[src/rtl/cache_fill_fsm_pkg.sv]
// Shared types and field layout for the instruction-cache block fill engine.
// A 16-bit byte address splits as tag[15:10] / set[9:4] / offset[3:0].
package cache_fill_fsm_pkg;

    typedef enum logic [1:0] {
        IDLE = 2'd0,
        REQ  = 2'd1,
        FILL = 2'd2,
        DONE = 2'd3
    } state_t;

    localparam int ADDR_W          = 16;
    localparam int DATA_W          = 16;
    localparam int WORDS_PER_BLOCK = 8;
    localparam int SET_W           = 6;
    localparam int TAG_W           = 6;
    localparam int OFF_W           = 4;
    localparam int NUM_SETS        = 1 << SET_W;
    localparam int TAG_OUT_W       = TAG_W + 2;
    localparam int TAG_VALID_BIT   = 7;
    localparam int TAG_LRU_BIT     = 6;

    // Metadata word for a freshly filled line: valid, LRU cleared, address tag.
    function automatic logic [TAG_OUT_W-1:0] make_tag(input logic [TAG_W-1:0] tag);
        logic [TAG_OUT_W-1:0] t;
        t                = '0;
        t[TAG_W-1:0]     = tag;
        t[TAG_VALID_BIT] = 1'b1;
        t[TAG_LRU_BIT]   = 1'b0;
        return t;
    endfunction

endpackage

[src/rtl/cache_fill_fsm_if.sv]
// Memory-port handshake between the fill engine (master) and the arbiter/memory (slave).
interface cache_fill_fsm_if;
    import cache_fill_fsm_pkg::*;

    logic              mem_req;
    logic              mem_rd_en;
    logic [ADDR_W-1:0] mem_address;
    logic              mem_grant;
    logic [DATA_W-1:0] mem_data;
    logic              mem_data_valid;

    modport master (
        output mem_req, mem_rd_en, mem_address,
        input  mem_grant, mem_data, mem_data_valid
    );

    modport slave (
        input  mem_req, mem_rd_en, mem_address,
        output mem_grant, mem_data, mem_data_valid
    );

endinterface

[src/rtl/onehot_decoder.sv]
// N-bit index to 2^N one-hot vector, all zero when not enabled.
module onehot_decoder #(
    parameter int N = 3
) (
    input  logic [N-1:0]        idx,
    input  logic                en,
    output logic [(1<<N)-1:0]   onehot
);

    always_comb begin
        onehot = '0;
        if (en) onehot[idx] = 1'b1;
    end

endmodule

[src/rtl/cache_fill_fsm.sv]
// Instruction-cache miss fill: requests the memory port, streams one 16B block
// into the victim way one word per cycle, then writes the tag and pulses fill_done.
module cache_fill_fsm #(
    parameter int MEM_LATENCY     = 4,
    parameter int WORDS_PER_BLOCK = cache_fill_fsm_pkg::WORDS_PER_BLOCK
) (
    input  logic                       clk,
    input  logic                       rst,
    input  logic                       miss_detected,
    input  logic [15:0]                miss_address,
    input  logic                       victim_way,
    cache_fill_fsm_if.master           mem,
    output logic                       fsm_busy,
    output logic                       write_en_0,
    output logic                       write_en_1,
    output logic                       tag_write_0,
    output logic                       tag_write_1,
    output logic [WORDS_PER_BLOCK-1:0] word_sel,
    output logic [63:0]                block_sel,
    output logic [15:0]                data_out,
    output logic [7:0]                 tag_out,
    output logic                       fill_done
);
    import cache_fill_fsm_pkg::*;

    localparam int IDX_W = $clog2(WORDS_PER_BLOCK);
    localparam logic [IDX_W-1:0] LAST_WORD = IDX_W'(WORDS_PER_BLOCK - 1);
    localparam logic [IDX_W:0]   ISSUE_END = (IDX_W + 1)'(WORDS_PER_BLOCK);

    // Address layout fixes the block at 8 halfwords; latency must be at least one cycle.
    if (MEM_LATENCY < 1 || WORDS_PER_BLOCK != 8) begin : g_param_check
        $error("cache_fill_fsm: unsupported MEM_LATENCY/WORDS_PER_BLOCK");
    end

    state_t                      state, state_nxt;
    logic [ADDR_W-OFF_W-1:0]     base;
    logic                        way;
    logic [IDX_W:0]              issue_cnt;
    logic [IDX_W-1:0]            recv_cnt;
    logic [IDX_W-1:0]            wr_idx;
    logic                        wr_vld;
    logic                        blk_en;
    logic                        unused_offset_bits;

    assign unused_offset_bits = ^miss_address[OFF_W-1:0];

    always_ff @(posedge clk) begin
        if (!rst) state <= IDLE;
        else      state <= state_nxt;
    end

    always_comb begin
        state_nxt       = state;
        mem.mem_req     = 1'b0;
        mem.mem_rd_en   = 1'b0;
        mem.mem_address = '0;
        fsm_busy        = 1'b0;
        tag_write_0     = 1'b0;
        tag_write_1     = 1'b0;
        tag_out         = '0;
        fill_done       = 1'b0;
        blk_en          = 1'b0;
        case (state)
            IDLE: begin
                if (miss_detected) state_nxt = REQ;
            end
            REQ: begin
                fsm_busy    = 1'b1;
                mem.mem_req = 1'b1;
                if (mem.mem_grant) state_nxt = FILL;
            end
            FILL: begin
                // Grant is assumed held until mem_req drops, so it is not re-checked here.
                fsm_busy    = 1'b1;
                mem.mem_req = 1'b1;
                blk_en      = 1'b1;
                if (issue_cnt != ISSUE_END) begin
                    mem.mem_rd_en   = 1'b1;
                    mem.mem_address = {base, issue_cnt[IDX_W-1:0], 1'b0};
                end
                if (mem.mem_data_valid && recv_cnt == LAST_WORD) state_nxt = DONE;
            end
            DONE: begin
                // The last word's registered write lands in this same cycle.
                fsm_busy    = 1'b1;
                blk_en      = 1'b1;
                tag_write_0 = ~way;
                tag_write_1 = way;
                tag_out     = make_tag(base[SET_W +: TAG_W]);
                fill_done   = 1'b1;
                state_nxt   = IDLE;
            end
            default: state_nxt = IDLE;
        endcase
    end

    always_ff @(posedge clk) begin
        if (!rst) begin
            base      <= '0;
            way       <= 1'b0;
            issue_cnt <= '0;
            recv_cnt  <= '0;
            wr_idx    <= '0;
            wr_vld    <= 1'b0;
            data_out  <= '0;
        end else begin
            wr_vld <= 1'b0;
            if (state == IDLE && miss_detected) begin
                base      <= miss_address[ADDR_W-1:OFF_W];
                way       <= victim_way;
                issue_cnt <= '0;
                recv_cnt  <= '0;
            end
            if (mem.mem_rd_en) issue_cnt <= issue_cnt + 1'b1;
            if (state == FILL && mem.mem_data_valid) begin
                wr_vld   <= 1'b1;
                wr_idx   <= recv_cnt;
                data_out <= mem.mem_data;
                recv_cnt <= recv_cnt + 1'b1;
            end
        end
    end

    assign write_en_0 = wr_vld & ~way;
    assign write_en_1 = wr_vld & way;

    onehot_decoder #(.N(IDX_W)) u_word_dec (
        .idx    (wr_idx),
        .en     (wr_vld),
        .onehot (word_sel)
    );

    onehot_decoder #(.N(SET_W)) u_set_dec (
        .idx    (base[SET_W-1:0]),
        .en     (blk_en),
        .onehot (block_sel)
    );

endmodule

[src/flat_wrapper.sv]
// flat-port wrapper written by rule: the top's interface ports become plain ports
module cache_fill_fsm_flat import cache_fill_fsm_pkg::*;
#(
    parameter int MEM_LATENCY     = 4,
    parameter int WORDS_PER_BLOCK = cache_fill_fsm_pkg::WORDS_PER_BLOCK
)
  (clk, rst, miss_detected, miss_address, victim_way, fsm_busy, write_en_0, write_en_1, tag_write_0, tag_write_1, word_sel, block_sel, data_out, tag_out, fill_done, mem_mem_req, mem_mem_rd_en, mem_mem_address, mem_mem_grant, mem_mem_data, mem_mem_data_valid);
  cache_fill_fsm_if mem_i ();
  input  logic clk;
  input  logic rst;
  input  logic miss_detected;
  input  logic [15:0] miss_address;
  input  logic victim_way;
  output logic fsm_busy;
  output logic write_en_0;
  output logic write_en_1;
  output logic tag_write_0;
  output logic tag_write_1;
  output logic [WORDS_PER_BLOCK-1:0] word_sel;
  output logic [63:0] block_sel;
  output logic [15:0] data_out;
  output logic [7:0] tag_out;
  output logic fill_done;
  output wire logic [$bits(mem_i.mem_req)-1:0] mem_mem_req;
  output wire logic [$bits(mem_i.mem_rd_en)-1:0] mem_mem_rd_en;
  output wire logic [$bits(mem_i.mem_address)-1:0] mem_mem_address;
  input wire logic [$bits(mem_i.mem_grant)-1:0] mem_mem_grant;
  input wire logic [$bits(mem_i.mem_data)-1:0] mem_mem_data;
  input wire logic [$bits(mem_i.mem_data_valid)-1:0] mem_mem_data_valid;
  assign mem_mem_req = mem_i.mem_req;
  assign mem_mem_rd_en = mem_i.mem_rd_en;
  assign mem_mem_address = mem_i.mem_address;
  assign mem_i.mem_grant = mem_mem_grant;
  assign mem_i.mem_data = mem_mem_data;
  assign mem_i.mem_data_valid = mem_mem_data_valid;
  cache_fill_fsm #(.MEM_LATENCY(MEM_LATENCY), .WORDS_PER_BLOCK(WORDS_PER_BLOCK)) u_core (.clk(clk), .rst(rst), .miss_detected(miss_detected), .miss_address(miss_address), .victim_way(victim_way), .mem(mem_i), .fsm_busy(fsm_busy), .write_en_0(write_en_0), .write_en_1(write_en_1), .tag_write_0(tag_write_0), .tag_write_1(tag_write_1), .word_sel(word_sel), .block_sel(block_sel), .data_out(data_out), .tag_out(tag_out), .fill_done(fill_done));
endmodule
[config.mk]
export PLATFORM = sky130hd
export DESIGN_NAME = cache_fill_fsm_flat
export DESIGN_NICKNAME = d
export VERILOG_FILES = /design/src/rtl/cache_fill_fsm_pkg.sv /design/src/rtl/cache_fill_fsm_if.sv /design/src/rtl/onehot_decoder.sv /design/src/rtl/cache_fill_fsm.sv /design/src/flat_wrapper.sv
export SDC_FILE = /design/constraint.sdc
export NUM_CORES = 1
export LEC_CHECK = 0
export ABC_AREA = 1
export CAP_MARGIN = 15
export CELL_PAD_IN_SITES_DETAIL_PLACEMENT = 2
export CELL_PAD_IN_SITES_GLOBAL_PLACEMENT = 2
export CORE_MARGIN = 1.5
export CORE_UTILIZATION = 19
export DETAILED_ROUTE_END_ITERATION = 8
export PLACE_DENSITY = 0.91
export SLEW_MARGIN = 15
export SYNTH_ARGS = -nofsm -noshare
export SYNTH_HDL_FRONTEND = slang
export SYNTH_SLANG_ARGS = --single-unit
[constraint.sdc]
create_clock -name clk -period 3.3 [get_ports clk]
set_input_delay 0.66 -clock clk [delete_from_list [all_inputs] [get_ports clk]]
set_output_delay 0.66 -clock clk [all_outputs]
set_load 0.01 [all_outputs]
==> reports/results.tsv <==
metric	value	unit
rsz0062_at_grt	no	
fp.dieH	116	um
portBuffers	151	
first_pass_iters	4	
grt_usage	0.153	
setup_viol_count_final	0	
path_class	reg -> out	
synth.most_common_cell	nor2_1	
grt_max_degree	22	
yosys.area.top_type	dfxtp_1	
die_area	13600	um2
nets	567	
p_leak	1.64	nW
min-delay-start	u_core.base[9]	
vias_per_cell	4.32	
post_synth.cell_area_avg	6.52	um2
yosys-top-cells-area	dfxtp_1, nor2_1, inv_1	
peakVddDrop	192	uV
die_w	116	um
grt_pass1_wl	16100	um
drt_wl_total	10800	um
cts_max_path_buffers	2	
cts_tree	done	
synth_top_area_frac	0.344	
tns	0	ns
grt_pass1_vias	3120	
slew_headroom	0.562	
hpwl	8880	um
endpoint_kind	primary output	
finalCriticalPeriod	3.07	ns
synthArstFlopShare	0	
fin_crit_sh	0.930	
cp-startpoint	u_core.state[0]	
gp_congestion	0.772	
report.final.slew_viol_count	0	
hold_buffers	0	
synth_seq_cells	42	
required	2.64	ns
crit_path_start_kind	flip-flop	
timing.fmax	326	MHz
diodes	0	
ys.flop_type	dfxtp_1	
worstPathMaxFanout	10	
cts.repair.resized	0	
start_util	0.195	
clockRootBuffer	clkbuf_16	
drtIter0Drc	43	
h-tree-depth	2	
power.density	527	nW/um2
syn_area	2450	um2
drive_gt1_frac	0.0557	
io_pins	158	
timing.rr.start	u_core.state[0]	
clock_sinks	42	
wl_per_cell	15.5	um
ys_top_cells_by_count	nor2_1, inv_1, dfxtp_1, nand2_1, o21ai_0	
arrival	2.41	ns
synth_edf_count	0	
outcome	completed	
hp-class	reg -> reg	
worstMarginPinSlew	0.655	ns
cts_buffers	5	
hold_viol	0	
area_growth	74.6	%
clkSlewWorstSetupHoldPaths	0.07	ns
antenna_found_initial	0	
fin_worst_skew	0.00748	ns
clock_latency	0.28	ns
fin_util	0.340	
drc	0	
globalRouteOverflowTotal	0	
post-cts-setup-buffers	0	
ys_types	23	
route.antenna.remaining_nets	0	
synthCells	375	
rows	41	
ys_warn_count	0	
core_area	12600	um2
maxCapViolCount	0	
synth_seq_area_share	0.344	
vias	2996	
[cell families after synthesis]
| kind of cell | synth area share |
|---|---|
| fa+ha+maj | 0.0460 |
| other cells | 0.00153 |
| flops | 0.344 |
| buf+inv | 0.115 |
| compound gates | 0.108 |
| simple gates | 0.385 |
[where the power goes]
part | switching, mW | internal [mW] | total, mW
sequential | 0.123 | 0.619 | 0.742
clock | 0.210 | 0.358 | 0.568
combinational | 0.569 | 0.372 | 0.941
total | 0.902 | 1.35 | 2.25
[worst max-delay path, cell delays in order, from the launching register on]
cell             delay, ns
dfxtp_1               0.34
inv_1                 0.13
ha_1                  0.34
or2_1                 0.17
buf_4                 0.25
nand3_4               0.15
nor2_1                0.17
clkdlybuf4s50_1       0.57
[layer usage]
| metal | GRT usage | share of wire | up-vias |
|---|---|---|---|
| met2 | 0.315 | 0.53 | 121 |
| met5 | 0 | 0 | - |
| li1 | - | - | 1446 |
| met4 | 0.0211 | 0.0053 | 0 |
| met1 | 0.151 | 0.36 | 1419 |
| met3 | 0.0493 | 0.10 | 10 |
[per-stage QoR]
stage | setup slack [ns] | cells | power (mW) | instance area [um2] | hold WS [ns]
5_1_grt | 0.0239 | 693 | 2.41 | 4270 | 0.498
3_3_place_gp | 0.565 | 685 | 1.65 | 4100 | 0.457
6_report | 0.230 | 693 | 2.25 | 4270 | 0.484
3_5_place_dp | 0.441 | 685 | 1.71 | 4100 | 0.475
2_1_floorplan | 1.29 | 376 | 1.28 | 2450 | 0.444
4_1_cts | 0.130 | 693 | 2.29 | 4270 | 0.487
[path summary, 6_finish.rpt]
kind	slack [ns]	end	depth (start not counted)
min reg2reg	0.48	u_core.base[9]	2
min	0.48	u_core.base[9]	2
max	0.23	block_sel[56]	7
max reg2reg	1.35	u_core.issue_cnt[2]	8
[final cells by class]
type	instances	area (um2)
fill	1536	8300
inverter	45	169
clock buffer	6	129
timing repair buffer	156	1550
multi-input combinational	270	1330
tap	172	215
clock inverter	2	37.5
sequential	42	841
[state kept, by name, summed over array words and instances (netlist names)]
name,cells
u_core.data_out,16
u_core.wr_vld,1
u_core.state,2
u_core.way,1
u_core.recv_cnt,3
u_core.issue_cnt,4
u_core.base,12
u_core.wr_idx,3
[cells in the final DEF, fill, tap and decap left out, drive strengths merged]
cell type and n:
nor2 128, dfxtp 42, ha 9, clkdlybuf4s50 151, clkinvlp 1, or2 4
inv 45, nor3 4, nand4 6, a21oi 18, clkbuf 6, o21ai 33
nand2 45, o211a 1, nand3 20, buf 5, bufinv 1, conb 2
Power figures use the tool's default switching activity.
